--- src/rtl/exc_unit_if.sv ---
// Controller/fetch-side bundle of the exception sequencer: requests and syndrome in,
// PC redirect, system registers and acknowledge out.
interface exc_unit_if #(
  parameter int N = 64
);
  logic         Exc;
  logic         ERet;
  logic [3:0]   EStatus;
  logic         ExtIRQ;
  logic [N-1:0] pc_in;
  logic [1:0]   sys_sel;
  logic         ExcAck;
  logic         exc_redirect;
  logic [N-1:0] exc_target;
  logic [N-1:0] ELR;
  logic [N-1:0] ESR;
  logic         in_handler;
  logic         double_fault;
  logic [N-1:0] sys_rdata;

  modport master (
    output Exc, ERet, EStatus, ExtIRQ, pc_in, sys_sel,
    input  ExcAck, exc_redirect, exc_target, ELR, ESR, in_handler, double_fault, sys_rdata
  );

  modport slave (
    input  Exc, ERet, EStatus, ExtIRQ, pc_in, sys_sel,
    output ExcAck, exc_redirect, exc_target, ELR, ESR, in_handler, double_fault, sys_rdata
  );
endinterface

--- src/rtl/exc_unit.sv ---
// Exception/interrupt sequencer: captures ELR/ESR on entry, redirects the PC to the vector
// or back to ELR, runs the ExtIRQ/ExcAck handshake and masks nested exceptions.
module exc_unit #(
  parameter int           N           = 64,
  parameter logic [N-1:0] VECTOR_ADDR = 'hD8,
  parameter logic [3:0]   IRQ_CODE    = 4'b0001,
  parameter logic [3:0]   UNDEF_CODE  = 4'b0010
) (
  input  logic     clk,
  input  logic     reset,
  exc_unit_if.slave bus
);

  typedef enum logic [1:0] {
    RUN         = 2'd0,
    HANDLER_ACK = 2'd1,
    HANDLER     = 2'd2
  } state_t;

  state_t       state_q, state_d;
  logic [N-1:0] elr_q, elr_d;
  logic [N-1:0] esr_q, esr_d;
  logic         ack_q;
  logic         dfault_q, dfault_d;

  logic         in_handler;
  logic         take;
  logic         eret_ok;
  logic         redirect;
  logic [N-1:0] target;
  logic [N-1:0] rdata;

  assign in_handler = (state_q != RUN);
  assign take       = bus.Exc & (state_q == RUN);
  assign eret_ok    = bus.ERet & in_handler;

  always_comb begin
    state_d  = state_q;
    elr_d    = elr_q;
    esr_d    = esr_q;
    dfault_d = dfault_q;
    redirect = 1'b0;
    target   = '0;
    if (take) begin
      redirect = 1'b1;
      target   = VECTOR_ADDR;
      esr_d    = {{(N-4){1'b0}}, bus.EStatus};
      // An interrupt resumes at the interrupted instruction; a fault skips past it.
      if (bus.EStatus == IRQ_CODE) begin
        elr_d   = bus.pc_in;
        state_d = HANDLER_ACK;
      end else begin
        elr_d   = bus.pc_in + {{(N-3){1'b0}}, 3'd4};
        state_d = HANDLER;
      end
    end else if (eret_ok) begin
      redirect = 1'b1;
      target   = elr_q;
      state_d  = RUN;
    end else begin
      if (in_handler && bus.Exc && (bus.EStatus == UNDEF_CODE)) begin
        dfault_d = 1'b1;
      end
      if ((state_q == HANDLER_ACK) && !bus.ExtIRQ) begin
        state_d = HANDLER;
      end
    end
  end

  always_ff @(posedge clk) begin
    if (reset) begin
      state_q  <= RUN;
      elr_q    <= '0;
      esr_q    <= '0;
      ack_q    <= 1'b0;
      dfault_q <= 1'b0;
    end else begin
      state_q  <= state_d;
      elr_q    <= elr_d;
      esr_q    <= esr_d;
      ack_q    <= (state_d == HANDLER_ACK);
      dfault_q <= dfault_d;
    end
  end

  always_comb begin
    rdata = '0;
    case (bus.sys_sel)
      2'd0:    rdata = elr_q;
      2'd1:    rdata = esr_q;
      2'd2:    rdata = {{(N-1){1'b0}}, in_handler};
      default: rdata = '0;
    endcase
  end

  assign bus.ExcAck       = ack_q;
  assign bus.exc_redirect = redirect;
  assign bus.exc_target   = target;
  assign bus.ELR          = elr_q;
  assign bus.ESR          = esr_q;
  assign bus.in_handler   = in_handler;
  assign bus.double_fault = dfault_q;
  assign bus.sys_rdata    = rdata;

endmodule

--- src/flat_wrapper.sv ---
// flat-port wrapper written by rule: the top's interface ports become plain ports
module exc_unit_flat 
#(
  parameter int           N           = 64,
  parameter logic [N-1:0] VECTOR_ADDR = 'hD8,
  parameter logic [3:0]   IRQ_CODE    = 4'b0001,
  parameter logic [3:0]   UNDEF_CODE  = 4'b0010
)
  (clk, reset, bus_Exc, bus_ERet, bus_EStatus, bus_ExtIRQ, bus_pc_in, bus_sys_sel, bus_ExcAck, bus_exc_redirect, bus_exc_target, bus_ELR, bus_ESR, bus_in_handler, bus_double_fault, bus_sys_rdata);
  exc_unit_if #(.N(N)) bus_i ();
  input  logic clk;
  input  logic reset;
  input wire logic [$bits(bus_i.Exc)-1:0] bus_Exc;
  input wire logic [$bits(bus_i.ERet)-1:0] bus_ERet;
  input wire logic [$bits(bus_i.EStatus)-1:0] bus_EStatus;
  input wire logic [$bits(bus_i.ExtIRQ)-1:0] bus_ExtIRQ;
  input wire logic [$bits(bus_i.pc_in)-1:0] bus_pc_in;
  input wire logic [$bits(bus_i.sys_sel)-1:0] bus_sys_sel;
  output wire logic [$bits(bus_i.ExcAck)-1:0] bus_ExcAck;
  output wire logic [$bits(bus_i.exc_redirect)-1:0] bus_exc_redirect;
  output wire logic [$bits(bus_i.exc_target)-1:0] bus_exc_target;
  output wire logic [$bits(bus_i.ELR)-1:0] bus_ELR;
  output wire logic [$bits(bus_i.ESR)-1:0] bus_ESR;
  output wire logic [$bits(bus_i.in_handler)-1:0] bus_in_handler;
  output wire logic [$bits(bus_i.double_fault)-1:0] bus_double_fault;
  output wire logic [$bits(bus_i.sys_rdata)-1:0] bus_sys_rdata;
  assign bus_i.Exc = bus_Exc;
  assign bus_i.ERet = bus_ERet;
  assign bus_i.EStatus = bus_EStatus;
  assign bus_i.ExtIRQ = bus_ExtIRQ;
  assign bus_i.pc_in = bus_pc_in;
  assign bus_i.sys_sel = bus_sys_sel;
  assign bus_ExcAck = bus_i.ExcAck;
  assign bus_exc_redirect = bus_i.exc_redirect;
  assign bus_exc_target = bus_i.exc_target;
  assign bus_ELR = bus_i.ELR;
  assign bus_ESR = bus_i.ESR;
  assign bus_in_handler = bus_i.in_handler;
  assign bus_double_fault = bus_i.double_fault;
  assign bus_sys_rdata = bus_i.sys_rdata;
  exc_unit #(.N(N), .VECTOR_ADDR(VECTOR_ADDR), .IRQ_CODE(IRQ_CODE), .UNDEF_CODE(UNDEF_CODE)) u_core (.clk(clk), .reset(reset), .bus(bus_i));
endmodule
--- config.mk ---
export PLATFORM = sky130hd
export DESIGN_NAME = exc_unit_flat
export DESIGN_NICKNAME = d
export VERILOG_FILES = /design/src/rtl/exc_unit_if.sv /design/src/rtl/exc_unit.sv /design/src/flat_wrapper.sv
export SDC_FILE = /design/constraint.sdc
export NUM_CORES = 1
export LEC_CHECK = 0
export CAP_MARGIN = 20
export CELL_PAD_IN_SITES_DETAIL_PLACEMENT = 0
export CELL_PAD_IN_SITES_GLOBAL_PLACEMENT = 2
export CORE_MARGIN = 3
export CORE_UTILIZATION = 20
export CTS_BUF_LIST = sky130_fd_sc_hd__clkbuf_16
export DETAILED_ROUTE_END_ITERATION = 10
export PLACE_DENSITY = 0.89
export SYNTH_ARGS = -nofsm -noshare
export SYNTH_HDL_FRONTEND = slang
export SYNTH_SLANG_ARGS = --single-unit
--- constraint.sdc ---
create_clock -name clk -period 5.12 [get_ports clk]
set_input_delay 0.768 -clock clk [delete_from_list [all_inputs] [get_ports clk]]
set_output_delay 0.768 -clock clk [all_outputs]
set_load 0.02 [all_outputs]
==> metrics.md <==
| Metric | Value |
|---|---|
| Status | `completed` |
| Post-layout min period | `3590 ps` |
| Syn. warnings | `0` |
| Count of cell types in the netlist | `42` |
| Vias in the first global route | `approximately 5000` |
| Min-delay worst type | `reg -> reg` |
| R2R setup slack | `2790 ps` |
| Antenna diodes | `0` |
| Worst path max stage delay | `610 ps` |
| Count leader, synth | `and2_1` |
| Power Dens Cells | `around 220 nW/µm²` |
| Port Buffers | `roughly 270` |
| Hold Crit Start | `u_core.bus.double_fault` |
| Number of I/O pins | `between 300 and 400` |
| WP data arrival | `2820 ps` |
| CTS root buffer | `clkbuf_16` |
| Fillers | `2635` |
| Clk sink count | `slightly above 70` |
| Mapped Cells | `approximately 670` |
| Max-cap violations | `0` |
| DRC Markers | `0` |
| Seq/Total Area, Yosys | `roughly 28%` |
| Synth cell count leaders | `and2_1, nor2_1, dfxtp_1, buf_4, a211oi_1` |
| Largest net degree at the start of global routing | `73` |
| CP required | `approximately 4400 ps` |
| Setup CP Type | `in -> out` |
| Total Power | `about 1800 µW` |
| Endpoints failing setup | `0` |
| H-Tree Depth | `3` |
| Maximum VDD drop | `just over 0.09 mV` |
| Clk_lat worst skew | `between 300 and 400 ps` |
| Share of layout cells above drive strength 1 | `around 4.1%` |
| Setup Skew | `between 4 and 5 ps` |
| CTS tree | `yes` |
| Initial antenna violation count | `0` |
| Final Max Slew Viols | `0` |
| Setup ws final | `1530 ps` |
| First-pass GRT wire length | `roughly 30 mm` |
| Area share of the largest cell type after synthesis | `roughly 28%` |
| Total grt overflow | `0` |
| Core area | `approximately 25000 µm²` |
| Die H | `between 150 and 200 µm` |
| Crit path max-delay cell type | `clkdlybuf4s50_1` |
| FF-to-FF path depth | `5` |
| Area occupied by multi-input gates | `between 3000 and 4000 µm²` |
| Worst Setup End Kind | `output port` |
| CP top delay family | `buffers and inverters` |
| Final HPWL DP | `15.4 mm` |
| Top cells by area, synth | `dfxtp_1, and2_1, buf_4` |
| Max clock buf depth | `2` |
| Routed WL | `19.7 mm` |
| Setup TNS Final | `0 ps` |
| Die ar. | `between 20000 and 30000 µm²` |
| Post-DRT Antenna Nets | `0` |
| WHS Endpoint | `u_core.bus.double_fault` |
| Post-layout nets | `~1000` |
| Initial DRT Pass Iterations | `4` |
| Die X | `roughly 170 µm` |
| Sequential cell area | `1440 µm²` |
| Worst hold stages | `2` |
| Vias/cell | `4.19` |
| CP startpoint | `bus_ERet` |
| Layout area overhead | `59.7%` |
| Post-synth top flop | `dfxtp_1` |
| Overall routing resource usage | `13.6%` |
| Critical path buffers and inverters | `4` |
| Initial core utilization | `between 20% and 30%` |
| Crit Path Max Fanout | `between 60 and 70` |
| Reg-to-Reg End | `u_core.bus.ELR[45]` |
| Wire per inst | `about 16 µm` |
| Hold-fix buffers, CTS | `0` |
| First DRT Iteration DRCs | `approximately 190` |
| Avg Cell Area, Syn | `7.71 µm²` |
| Synthesized area | `between 5000 and 6000 µm²` |
| Period utilization | `approximately 70%` |
| Critical path startpoint category | `primary input` |
| Asr flop ratio synth | `0%` |
| Top cell by count, worst path | `clkdlybuf4s50_1` |
| RSZ-0062 raised after global routing | `false` |
| Worst rel slew slack | `approximately half` |
| Leak Pwr | `between 0.003 and 0.004 µW` |
| Slew @ Worst Pin | `748 ps` |
| Fmax | `0.279 GHz` |
| Reg clk slew, reported paths | `roughly 60 ps` |
| GP Congestion | `about 0.75` |
| Num CTS Buffers | `9` |
| Via count | `between 5000 and 6000` |
| Placement Setup Slack | `1520 ps` |
| Post-synth EDFFs | `0` |
| Resize count post-CTS | `0` |
| Row count | `58` |
| Synth Register Bits | `just over 70` |
| Area leader, netlist | `dfxtp_1` |
| # Post-CTS Setup Buffers | `0` |
| FF-to-FF Start | `u_core.state_q[1]` |
| Endpoints failing hold | `0` |
| CP cell instances | `clkdlybuf4s50_1 > inv_1 > nor2_4 > buf_4 > and2_1 > clkdlybuf4s50_1` |
cells by family after synthesis:
kind of cell	share of synthesized area (%)
xor+xnor	9.61
buf+inv	12.4
other cells	0.0722
compound gates	10.9
fa+ha+maj	0.241
mux	0.771
simple gates	38.3
flops	27.7
worst reg2reg max path, stage by stage (launching register included):
cell and delay [ps]:
dfxtp_1 320, nor2_1 430, and2_4 730, buf_4 460, nor2_1 80, a211oi_1 220
per-stage QoR:
| step | utilization, % | hold WS (ps) | cell area (µm²) | instances |
|---|---|---|---|---|
| after floorplan | - | 510 | 5420 | 733 |
| after global placement | 31.6 | 452 | 8000 | 1241 |
| after detailed placement | 31.6 | 463 | 8000 | 1241 |
| after CTS | 32.8 | 476 | 8300 | 1257 |
| after global routing | 32.8 | 507 | 8300 | 1257 |
| final | 32.8 | 478 | 8300 | 1257 |
worst max path at each step:
stage,to,slack (ps),depth (start not counted)
floorplan,u_core.bus.ELR[19],2650,8
global placement,bus_sys_rdata[25],1540,5
detailed placement,bus_sys_rdata[25],1520,5
CTS,bus_sys_rdata[25],1510,5
global route,bus_exc_target[37],1400,6
finish,bus_exc_target[44],1530,6
layer usage:
| metal | vias to the layer above | part of all wire, % | global-route usage [%] | wire length (µm) |
|---|---|---|---|---|
| met2 | 190 | 49 | 24.1 | 9700 |
| met4 | 0 | 1.7 | 3.70 | 327 |
| met5 | - | 0 | 0 | 0 |
| li1 | 2683 | - | - | - |
| met3 | 20 | 5.6 | 3.00 | 1100 |
| met1 | 2375 | 43 | 16.6 | 8560 |
cells in the final DEF, fill, tap and decap left out, types with 16 or more instances in the layout:
cell	synthesis	routed
nand4_1	28	28
nor2_1	75	73
and2_1	128	127
dfxtp_1	72	72
nand2_1	49	49
a211oi_1	54	54
xor2_1	40	40
nand3_1	17	17
xnor2_1	17	17
and3_1	16	16
clkdlybuf4s50_1	0	273
conb_1	1	60
final cells by class:
type                            instances  share of cell area [%]
Inverter                                5                   0.226
Tap cell                              330                    4.98
Clock buffer                            9                    2.71
Clock inverter                          7                   0.875
Sequential cell                        72                    17.4
Timing Repair Buffer                  279                    33.4
Multi-Input combinational cell        555                    40.4
registers in the layout (all words and copies together) (netlist names):
register,count
u_core.bus.ELR,64
u_core.bus.ESR,4
u_core.state_q,2
u_core.bus.ExcAck,1
u_core.bus.double_fault,1
where the power goes:
group	internal (µW)	switching (µW)
Sequential	608	48.5
Combinational	242	303
Clock	376	257
Total	1230	608
Note: power is estimated with default switching activity, not from simulation.
